==> src/rtl/emem_if_mc.sv <==
// rtl/emem_if_mc.sv - multi-channel strided external-memory load/store engine
// Round-robin grants one command at a time; load data returns through a credit-bounded FIFO.

module emem_if_mc #(
    parameter int NUM_CH     = 4,
    parameter int WIDTH_DATA = 32,
    parameter int WIDTH_ADDR = 32,
    parameter int WIDTH_LEN  = 16,
    parameter int DEPTH_RSP  = 8
) (
    input  logic                         clock,
    input  logic                         reset,
    input  logic [NUM_CH-1:0]            I_Cmd_Valid,
    input  logic [NUM_CH-1:0]            I_Cmd_St,
    input  logic [NUM_CH*WIDTH_ADDR-1:0] I_Cmd_Addr,
    input  logic [NUM_CH*WIDTH_ADDR-1:0] I_Cmd_Stride,
    input  logic [NUM_CH*WIDTH_LEN-1:0]  I_Cmd_Len,
    output logic [NUM_CH-1:0]            O_Cmd_Ready,
    input  logic [NUM_CH-1:0]            I_St_Valid,
    input  logic [NUM_CH*WIDTH_DATA-1:0] I_St_Data,
    output logic [NUM_CH-1:0]            O_St_Ready,
    output logic                         O_Ld_Valid,
    output logic [WIDTH_DATA-1:0]        O_Ld_Data,
    output logic [$clog2(NUM_CH)-1:0]    O_Ld_Ch,
    input  logic                         I_Ld_Ready,
    output logic [NUM_CH-1:0]            O_Done,
    output logic                         O_Mem_Req,
    output logic                         O_Mem_We,
    output logic [WIDTH_ADDR-1:0]        O_Mem_Addr,
    output logic [WIDTH_DATA-1:0]        O_Mem_WData,
    input  logic                         I_Mem_Ack,
    input  logic                         I_Mem_RValid,
    input  logic [WIDTH_DATA-1:0]        I_Mem_RData
);

    localparam int CW = $clog2(NUM_CH);
    localparam int PW = $clog2(DEPTH_RSP);
    localparam int QW = PW + 1;

    localparam logic [WIDTH_LEN-1:0] LEN_ONE    = 1;
    localparam logic [PW-1:0]        PTR_ONE    = 1;
    localparam logic [QW-1:0]        CNT_ONE    = 1;
    localparam logic [QW-1:0]        CNT_FULL   = DEPTH_RSP;
    localparam logic [QW:0]          CREDIT_MAX = DEPTH_RSP;

    typedef enum logic [1:0] {IDLE, LOAD, STORE, DRAIN} state_t;

    state_t                  state, state_next;
    logic [CW-1:0]           ptr, ch, grant_ch, cand;
    logic                    grant_found;
    logic [WIDTH_LEN-1:0]    grant_len;
    logic [WIDTH_ADDR-1:0]   cur_addr, stride;
    logic [WIDTH_LEN-1:0]    remaining, pops_left;
    logic [QW-1:0]           outstanding, fifo_count;
    logic [QW:0]             credit_used;
    logic [PW-1:0]           wr_ptr, rd_ptr;
    logic [NUM_CH-1:0]       done_q, done_set;
    logic                    mem_req, ack_fire, load_ack;
    logic                    fifo_empty, fifo_full, push, pop, rsp_valid;
    logic [CW+WIDTH_DATA-1:0] fifo_mem [DEPTH_RSP];
    logic [CW+WIDTH_DATA-1:0] rd_word;

    assign grant_len   = I_Cmd_Len[int'(grant_ch)*WIDTH_LEN +: WIDTH_LEN];
    assign credit_used = {1'b0, outstanding} + {1'b0, fifo_count};

    always_comb begin
        state_next  = state;
        mem_req     = 1'b0;
        done_set    = '0;
        O_Cmd_Ready = '0;
        O_St_Ready  = '0;
        grant_found = 1'b0;
        grant_ch    = '0;
        cand        = '0;
        for (int i = 1; i <= NUM_CH; i++) begin
            cand = CW'((int'(ptr) + i) % NUM_CH);
            if (!grant_found && I_Cmd_Valid[cand]) begin
                grant_found = 1'b1;
                grant_ch    = cand;
            end
        end
        case (state)
            IDLE: begin
                // reset gating keeps the accept pulse low while held in reset
                if (grant_found && reset) begin
                    O_Cmd_Ready[grant_ch] = 1'b1;
                    if (grant_len == '0)
                        done_set[grant_ch] = 1'b1;
                    else
                        state_next = I_Cmd_St[grant_ch] ? STORE : LOAD;
                end
            end
            LOAD: begin
                mem_req = (remaining != '0) && (credit_used < CREDIT_MAX);
                if (mem_req && I_Mem_Ack && remaining == LEN_ONE)
                    state_next = DRAIN;
            end
            STORE: begin
                mem_req = I_St_Valid[ch];
                if (mem_req && I_Mem_Ack) begin
                    O_St_Ready[ch] = 1'b1;
                    if (remaining == LEN_ONE) begin
                        done_set[ch] = 1'b1;
                        state_next   = IDLE;
                    end
                end
            end
            DRAIN: begin
                if (outstanding == '0 && pops_left == '0) begin
                    done_set[ch] = 1'b1;
                    state_next   = IDLE;
                end
            end
            default: state_next = IDLE;
        endcase
    end

    assign ack_fire  = mem_req && I_Mem_Ack;
    assign load_ack  = ack_fire && (state == LOAD);
    // a return with nothing outstanding belongs to an aborted transfer
    assign rsp_valid = I_Mem_RValid && (outstanding != '0);
    assign fifo_empty = (fifo_count == '0);
    assign fifo_full  = (fifo_count == CNT_FULL);
    assign pop        = !fifo_empty && I_Ld_Ready;
    assign push       = rsp_valid && (!fifo_full || pop);
    assign rd_word    = fifo_mem[rd_ptr];

    always_ff @(posedge clock or negedge reset) begin
        if (!reset)
            state <= IDLE;
        else
            state <= state_next;
    end

    always_ff @(posedge clock or negedge reset) begin
        if (!reset) begin
            ptr         <= '0;
            ch          <= '0;
            cur_addr    <= '0;
            stride      <= '0;
            remaining   <= '0;
            pops_left   <= '0;
            outstanding <= '0;
            fifo_count  <= '0;
            wr_ptr      <= '0;
            rd_ptr      <= '0;
            done_q      <= '0;
        end else begin
            done_q <= done_set;
            if (state == IDLE && grant_found) begin
                ptr       <= grant_ch;
                ch        <= grant_ch;
                cur_addr  <= I_Cmd_Addr[int'(grant_ch)*WIDTH_ADDR +: WIDTH_ADDR];
                stride    <= I_Cmd_Stride[int'(grant_ch)*WIDTH_ADDR +: WIDTH_ADDR];
                remaining <= grant_len;
                pops_left <= I_Cmd_St[grant_ch] ? '0 : grant_len;
            end else if (ack_fire) begin
                cur_addr  <= cur_addr + stride;
                remaining <= remaining - LEN_ONE;
            end
            if (pop && pops_left != '0)
                pops_left <= pops_left - LEN_ONE;
            case ({load_ack, rsp_valid})
                2'b10:   outstanding <= outstanding + CNT_ONE;
                2'b01:   outstanding <= outstanding - CNT_ONE;
                default: outstanding <= outstanding;
            endcase
            if (push)
                wr_ptr <= wr_ptr + PTR_ONE;
            if (pop)
                rd_ptr <= rd_ptr + PTR_ONE;
            case ({push, pop})
                2'b10:   fifo_count <= fifo_count + CNT_ONE;
                2'b01:   fifo_count <= fifo_count - CNT_ONE;
                default: fifo_count <= fifo_count;
            endcase
        end
    end

    always_ff @(posedge clock) begin
        if (push)
            fifo_mem[wr_ptr] <= {ch, I_Mem_RData};
    end

    assign O_Done      = done_q;
    assign O_Mem_Req   = mem_req;
    assign O_Mem_We    = (state == STORE);
    assign O_Mem_Addr  = cur_addr;
    assign O_Mem_WData = (state == STORE) ? I_St_Data[int'(ch)*WIDTH_DATA +: WIDTH_DATA] : '0;
    assign O_Ld_Valid  = !fifo_empty;
    assign O_Ld_Data   = fifo_empty ? '0 : rd_word[WIDTH_DATA-1:0];
    assign O_Ld_Ch     = fifo_empty ? '0 : rd_word[WIDTH_DATA +: CW];

    // a return that finds the FIFO full without a pop means the credit rule was broken
    assert property (@(posedge clock) disable iff (!reset) !(rsp_valid && fifo_full && !pop));

endmodule

==> config.mk <==
export PLATFORM = sky130hd
export DESIGN_NAME = emem_if_mc
export DESIGN_NICKNAME = d
export VERILOG_FILES = /design/src/rtl/emem_if_mc.sv
export SDC_FILE = /design/constraint.sdc
export NUM_CORES = 1
export LEC_CHECK = 0
export CAP_MARGIN = 10
export CORE_AREA = 2 2 238 240
export CTS_CLUSTER_DIAMETER = 100
export DETAILED_ROUTE_END_ITERATION = 8
export DIE_AREA = 0 0 240 242
export PLACE_DENSITY = 0.73
export SYNTH_ARGS = -nofsm -noshare
export SYNTH_HDL_FRONTEND = slang
export SYNTH_SLANG_ARGS = --single-unit
export TNS_END_PERCENT = 50
==> constraint.sdc <==
create_clock -name clock -period 11.8 [get_ports clock]
set_input_delay 1.77 -clock clock [delete_from_list [all_inputs] [get_ports clock]]
set_output_delay 1.77 -clock clock [all_outputs]
set_load 0.02 [all_outputs]
==> flow_summary_export.csv, run 1 <==
group,metric,value,unit
run_status,status,"complete, no violations",
die,dieArea,58100,um2
hold_path,hold_class,"flop to flop",
worst_setup_path,worst-endpoint-arrival,4.81,ns
die,coreArea,55700,um2
clock_network,post_cts_resize_count,0,
synthesis,yosysTopAreaCell,"edfxtp_1",
worst_setup_path,crit_required,10.03,ns
sta,fin_tns_setup,0,ns
power,p_sw_frac,0.424,
clock_network,clockBufferDepth,3,
hold_path,min_delay_worst_endpoint,"stride[2]$_DFFE_PN0P_",
drt,first_pass_iters,5,
clock_network,clock_latency,0.57,ns
grt,grt_max_degree,113,
finish,layout.cells.non_filler,3339,
synthesis,synth-simple-area-share,0.185,
drt,avgRoutedWirePerCell,21.9,um
worst_setup_path,r2r_start,"ch[0]$_DFFE_PN0P_",
grt,grt_usage,0.247,
clock_network,cts_hold_buffers,0,
worst_setup_path,end_kind,"output pin",
synthesis,synthMuxAreaShare,0.138,
worst_setup_path,reg2reg_slack,6.44,ns
synthesis,synthCells,1987,
placement,dpl.hpwl,53.2,mm
synthesis,yosys_warnings,0,
power,p_switching,3.40,mW
sta,period_needed,6.58,ns
die,die_w,240,um
sta,final-hold-violation-count,0,
placement,preCtsSetupSlack,5.21,ns
finish,fin_area,30100,um2
power,intPower,4.62,mW
worst_setup_path,cp-start-kind,"input pin",
finish,drive_above_1_share,0.0913,
synthesis,synthXorXnorAreaFrac,0.0194,
clock_network,clkSinkCount,390,
synthesis,ys_types,73,
sta,setup_slack,5.22,ns
worst_setup_path,crit_fanout,54,
drt,drc,0,
drt,avgViaCountPerCell,5.55,
die,rows,87,
finish,syn2layout_area_growth,38.6,%
sta,holdWs,0.484,ns
synthesis,yosys-top-cells-area,"edfxtp_1, dfrtp_1, mux4_2, nand2_1, nand3_1",
sta,period_share,0.558,
grt,overflow,0,
power,powerDensity,267,nW/um2
synthesis,synth_compound_area_frac,0.0827,
clock_network,cts_tree,"yes",
sta,slew_headroom,0.258,
synthesis,ys_async_sr_fraction,0.303,
placement,gp_congestion,1.07,
synthesis,synth_area,21700,um2
worst_setup_path,reg2reg_to,"state[1]$_DFFE_PN0P_",
finish,fill_cells,4712,
synthesis,synth_top_family_by_area,"simple AND/OR/NAND/NOR gates",
grt,grt_first_pass_wirelength,110,mm
power,power.leakage,11.4,nW
sta,tightest_slew,1.11,ns
power,power_frac_clock,0.183,
sta,setup_violations,0,
placement,port_buffers,609,
grt,grt_pass1_vias,18500,
sta,worst_clock_skew,0.0156,ns
hold_path,whs_path_depth,2,
synthesis,yosys.area.top_type_share,0.377,
synthesis,ys_ff_latch,390,
synthesis,avgSynthCellArea,10.9,um2
power,comb_power_share,0.553,
clock_network,cts_setup_buffers,0,
die,initial_utilization,0.389,
worst_setup_path,crit_type,"input pin to output pin",
hold_path,hold_path.startpoint,"stride[2]$_DFFE_PN0P_",
synthesis,seq_area_frac_synth,0.513,
power,seqPwrFrac,0.264,
clock_network,clk_pin_slew,0.06,ns
sta,rsz0062_at_grt,"no",
clock_network,cts-buffers-inserted,43,
sta,drv_slew,0,
placement,dp.cells,3253,
clock_network,cts_max_level,2,
drt,antenna_left,0,
die,io_pins,610,
synthesis,synth-main-ff-cell,"edfxtp_1",
synthesis,syn-num-nets,2541,
drt,drt_iter0_drc,1594,
drt,vias,18500,
worst_setup_path,ff2ff_path_depth,12,
placement,postPlaceCellArea,28500,um2
run,maxCapViolations,0,
die,die_h,242,um
grt,antenna_found_initial,6,
synthesis,synth-adder-area-share,0.0339,
synthesis,synth-edff-count,272,
finish,final_nets,3096,
power,max-vdd-ir-drop,152,uV
drt,routed_wirelength,73.3,mm
clock_network,cts-root-buf,"clkbuf_16",
sta,fmax,152,MHz
## logic make-up (layout without fill, tap and decap cells)
| logic type | count (synthesis) | after routing |
|---|---|---|
| and+or+nand+nor | 893 | 893 |
| other | 0 | 8 |
| muxes | 170 | 170 |
| DFF | 390 | 390 |
| AOI/OAI and AO/OA | 274 | 274 |
| xor gates and xnor gates | 48 | 48 |
| adders and majority gates | 57 | 57 |
| buffers and inverters | 155 | 743 |
## stage by stage
step | power [mW] | util
after floorplan | 5.03 | -
after global placement | 6.41 | 0.511
after detailed placement | 6.55 | 0.511
after CTS | 8.04 | 0.539
after global routing | 8.52 | 0.539
final | 8.02 | 0.540
## power groups by stage
stage	sequential [mW]	clock (mW)	combinational, mW
global route	2.16	1.54	4.82
CTS	2.12	1.49	4.43
floorplan	2.07	0	2.96
detailed placement	2.14	0	4.41
finish	2.12	1.47	4.43
global placement	2.12	0	4.30
## final cells by class
type | count | area (um2) | area share
Timing Repair Buffer | 631 | 6260 | 0.208
Clock buffer | 50 | 1110 | 0.0370
Clock inverter | 28 | 439 | 0.0146
Multi-Input combinational cell | 1442 | 10000 | 0.334
Tap cell | 756 | 946 | 0.0315
Inverter | 34 | 128 | 0.00424
Antenna cell | 8 | 20.0 | 0.000666
Sequential cell | 390 | 11100 | 0.370
## routing by layer
layer	up-vias	part of all wire	track usage
li1	8445	-	-
met1	9107	0.41	0.334
met2	836	0.47	0.398
met3	127	0.083	0.0480
met4	4	0.032	0.0809
met5	-	0.00031	0
## worst max-delay path, stage by stage
cell and delay [ns]:
clkdlybuf4s50_1 0.57, mux2_4 0.36, o221ai_2 0.34, and2_4 0.66, nand3_1 0.28, nor2_1 0.18
clkdlybuf4s50_1 0.63
## sequential cells by signal, indices dropped and copies added (netlist names), 3 cells and up
name,cells
fifo_count,4
stride,32
wr_ptr,3
outstanding,4
O_Mem_Addr,32
rd_ptr,3
O_Done,4
fifo_mem,272
remaining,16
pops_left,16
## cell usage after synthesis, types with 11 or more instances
library cell,n
o21ai_0,67
nor4_1,11
mux4_2,102
a21oi_1,83
dfrtp_1,118
inv_1,34
o211ai_1,12
xnor2_1,34
and3_1,16
xor2_1,14
clkbuf_1,77
a21o_1,18
nand2_1,442
nor3_1,36
and2_1,39
edfxtp_1,272
ha_1,54
a31oi_1,17
buf_1,31
mux2i_1,62
nand3_1,214
nor2_1,79
## worst max-delay path by stage
stage	cells after the start	endpoint	slack, ns	from
4_1_cts	7	O_Cmd_Ready[3]	5.21	I_Cmd_Valid[1]
2_1_floorplan	9	O_Cmd_Ready[2]	6.28	I_Cmd_Valid[1]
3_5_place_dp	7	O_Cmd_Ready[3]	5.21	I_Cmd_Valid[1]
5_1_grt	7	O_Cmd_Ready[3]	4.99	I_Cmd_Valid[1]
6_report	7	O_Cmd_Ready[3]	5.22	I_Cmd_Valid[1]
3_3_place_gp	7	O_Cmd_Ready[3]	5.33	I_Cmd_Valid[1]
## placed cells by master (no fill, tap or decap), drive strengths merged, types with 8 or more instances in the layout
cell type,Yosys,routed
clkdlybuf4s50,0,608
nand2,443,443
edfxtp,272,272
nand3,214,214
dfrtp,118,118
mux4,102,102
a21oi,83,83
nor2,79,79
o21ai,67,67
mux2i,63,63
ha,54,54
clkbuf,77,50
and2,41,41
inv,34,36
nor3,36,36
xnor2,34,34
buf,44,23
a21o,18,18
a31oi,18,18
and3,16,16
xor2,14,14
o211ai,12,12
clkinv,0,12
bufinv,0,11
nor4,11,11
nand2b,9,9
or4,9,9
diode,0,8
or2,8,8
Power figures use the tool's default switching activity.
==> run 2, diff against run 1 <==
--- a/config.mk
+++ b/config.mk
@@ -6,11 +6,11 @@
 export NUM_CORES = 1
 export LEC_CHECK = 0
 export CAP_MARGIN = 10
-export CORE_AREA = 2 2 238 240
+export CORE_AREA = 2 2 239 241
 export CTS_CLUSTER_DIAMETER = 100
 export DETAILED_ROUTE_END_ITERATION = 8
-export DIE_AREA = 0 0 240 242
-export PLACE_DENSITY = 0.73
+export DIE_AREA = 0 0 241 243
+export PLACE_DENSITY = 0.76
 export SYNTH_ARGS = -nofsm -noshare
 export SYNTH_HDL_FRONTEND = slang
 export SYNTH_SLANG_ARGS = --single-unit
==> constraint.sdc (replaced) <==
create_clock -name clock -period 5.38 [get_ports clock]
set_input_delay 0.807 -clock clock [delete_from_list [all_inputs] [get_ports clock]]
set_output_delay 0.807 -clock clock [all_outputs]
set_load 0.02 [all_outputs]
==> run 2 against run 1 <==
Global-route usage up 0.67 points; clock-buffer cell count is the same; largest cell class unchanged; highest routed layer unchanged; clock power is 95% higher; wire length rose by 4.0%; critical endpoint unchanged; sequential share of layout area grew 0.17 points.
==> flow_summary_export.csv, run 2 (synthesis results as in run 1) <==
group,metric,value,unit
run_status,status,"complete, no violations",
die,die_w,241,um
clock_network,cts_tree,"yes",
worst_setup_path,worst-endpoint-arrival,3.79,ns
clock_network,clk_pin_slew,0.06,ns
worst_setup_path,crit_chain,"buf_4, mux2i_1, a21oi_1, o2111a_1, nor2_4, nor2_1, clkdlybuf4s50_1",
clock_network,cts-root-buf,"clkbuf_16",
placement,dpl.hpwl,56.1,mm
grt,grt_first_pass_wirelength,113,mm
sta,period_needed,4.60,ns
finish,layout_commonest_cell,"clkdlybuf4s50_1",
hold_path,hold_class,"input pin to async pin",
drt,avgViaCountPerCell,5.58,
sta,tightest_slew,1.03,ns
sta,fin_tns_setup,0,ns
clock_network,clock_latency,0.59,ns
worst_setup_path,crit_family,"buffers and inverters",
power,max-vdd-ir-drop,483,uV
clock_network,cts_max_level,2,
grt,grt_usage,0.253,
finish,fin_util,0.535,
drt,vias,18600,
grt,grt_pass1_vias,18700,
sta,worst_clock_skew,0.0346,ns
clock_network,post_cts_resize_count,0,
grt,grt_max_degree,102,
drt,routed_wirelength,76.2,mm
finish,top_register,"fifo_mem",
drt,antenna_left,0,
die,die_h,243,um
worst_setup_path,r2r_start,"ch[0]$_DFFE_PN0P_",
sta,fmax,217,MHz
drt,drt_iter0_drc,1588,
drt,first_pass_iters,6,
worst_setup_path,reg2reg_slack,1.09,ns
worst_setup_path,reg2reg_to,"O_Done[3]$_DFF_PN0_",
worst_setup_path,cp-startpoint,"ch[0]$_DFFE_PN0P_",
placement,port_buffers,609,
grt,overflow,0,
worst_setup_path,crit_end,"O_Cmd_Ready[3]",
worst_setup_path,crit_type,"flop to output pin",
worst_setup_path,crit_path_max_incr_delay,0.61,ns
worst_setup_path,end_kind,"output pin",
sta,slew_headroom,0.316,
clock_network,cts_setup_buffers,0,
die,dieArea,58600,um2
die,io_pins,610,
worst_setup_path,cp_slowest_cell,"buf_4",
sta,setup_violations,0,
worst_setup_path,crit_fanout,40,
finish,largest_reg_flops,272,
clock_network,clockBufferDepth,3,
finish,fill_cells,4743,
power,powerDensity,583,nW/um2
clock_network,cts-buffers-inserted,42,
placement,gp_congestion,0.943,
power,power.leakage,11.4,nW
sta,rsz0062_at_grt,"no",
finish,mostFrequentLayoutCells,"clkdlybuf4s50_1, nand2_1, edfxtp_1, nand3_1, dfrtp_1",
finish,final_nets,3100,
sta,final-hold-violation-count,0,
finish,multi_input_area,10000,um2
die,initial_utilization,0.388,
clock_network,cts_hold_buffers,0,
worst_setup_path,crit_required,4.57,ns
die,rows,87,
clock_network,clkSinkCount,390,
drt,drc,0,
worst_setup_path,ff2ff_path_depth,10,
worst_setup_path,path_depth,7,
worst_setup_path,cp-start-kind,"flop",
finish,drive_above_1_share,0.0912,
run,maxCapViolations,0,
grt,antenna_found_initial,12,
worst_setup_path,path_buf_inv,2,
die,coreArea,56000,um2
finish,syn2layout_area_growth,38.0,%
drt,avgRoutedWirePerCell,22.8,um
finish,seqCellArea,11100,um2
sta,period_share,0.855,
sta,drv_slew,0,
-- run 2: cell types whose count changed in the layout (fill, tap and decap cells not counted), moves of 2 or more --
cell and change:
clkinv_2 +2, clkinv_16 +2, bufinv_16 -8, clkbuf_1 +2, buf_4 +3
-- run 2: power breakdown --
group | internal (mW) | switching [mW]
combinational | 4.12 | 5.74
clock | 1.61 | 1.26
sequential | 4.02 | 0.703
-- run 2: worst min-delay path by stage --
stage / cells after the start / startpoint / to / slack (ns)
after global routing: 1 / reset / stride[24]$_DFFE_PN0P_ / 0.20
after detailed placement: 2 / stride[0]$_DFFE_PN0P_ / stride[0]$_DFFE_PN0P_ / 0.48
final: 1 / reset / stride[24]$_DFFE_PN0P_ / 0.16
after floorplan: 2 / stride[0]$_DFFE_PN0P_ / stride[0]$_DFFE_PN0P_ / 0.45
after global placement: 2 / stride[0]$_DFFE_PN0P_ / stride[0]$_DFFE_PN0P_ / 0.47
after CTS: 1 / reset / stride[24]$_DFFE_PN0P_ / 0.17
-- run 2: worst register-to-register path, stage by stage, from the launching register on --
cell and delay (ns):
dfrtp_2 0.57, buf_4 0.62, mux2i_1 0.27, a21oi_1 0.11, o2111a_1 0.45, nor2_4 0.55, mux2i_1 0.30, a2111oi_4 0.35
nand4_2 0.22, or4_1 0.60, a21oi_1 0.18
-- run 2: routing by layer --
layer | wire, um | up-vias | track usage
met5 | 41 | - | 0
met4 | 2600 | 6 | 0.0873
met3 | 5960 | 140 | 0.0503
met2 | 37100 | 860 | 0.419
met1 | 30500 | 9202 | 0.331
li1 | - | 8437 | -
-- run 2: cell type report --
| cell class | count | share of cell area |
|---|---|---|
| Inverter | 34 | 0.00426 |
| Tap cell | 756 | 0.0316 |
| Clock inverter | 25 | 0.00940 |
| Multi-Input combinational cell | 1442 | 0.335 |
| Clock buffer | 50 | 0.0361 |
| Sequential cell | 390 | 0.372 |
| Antenna cell | 8 | 0.000669 |
| Timing Repair Buffer | 636 | 0.211 |
-- run 2: metrics by stage --
stage	worst slack (ns)	hold slack (ns)	area, um2	power [mW]	cells
after floorplan	0.911	0.450	21700	11.0	1987
after global placement	1.00	0.466	28600	14.2	3258
after detailed placement	0.847	0.483	28600	14.5	3258
after CTS	0.753	0.173	29900	17.4	3333
after global routing	0.564	0.195	29900	18.5	3341
final	0.782	0.162	29900	17.4	3341
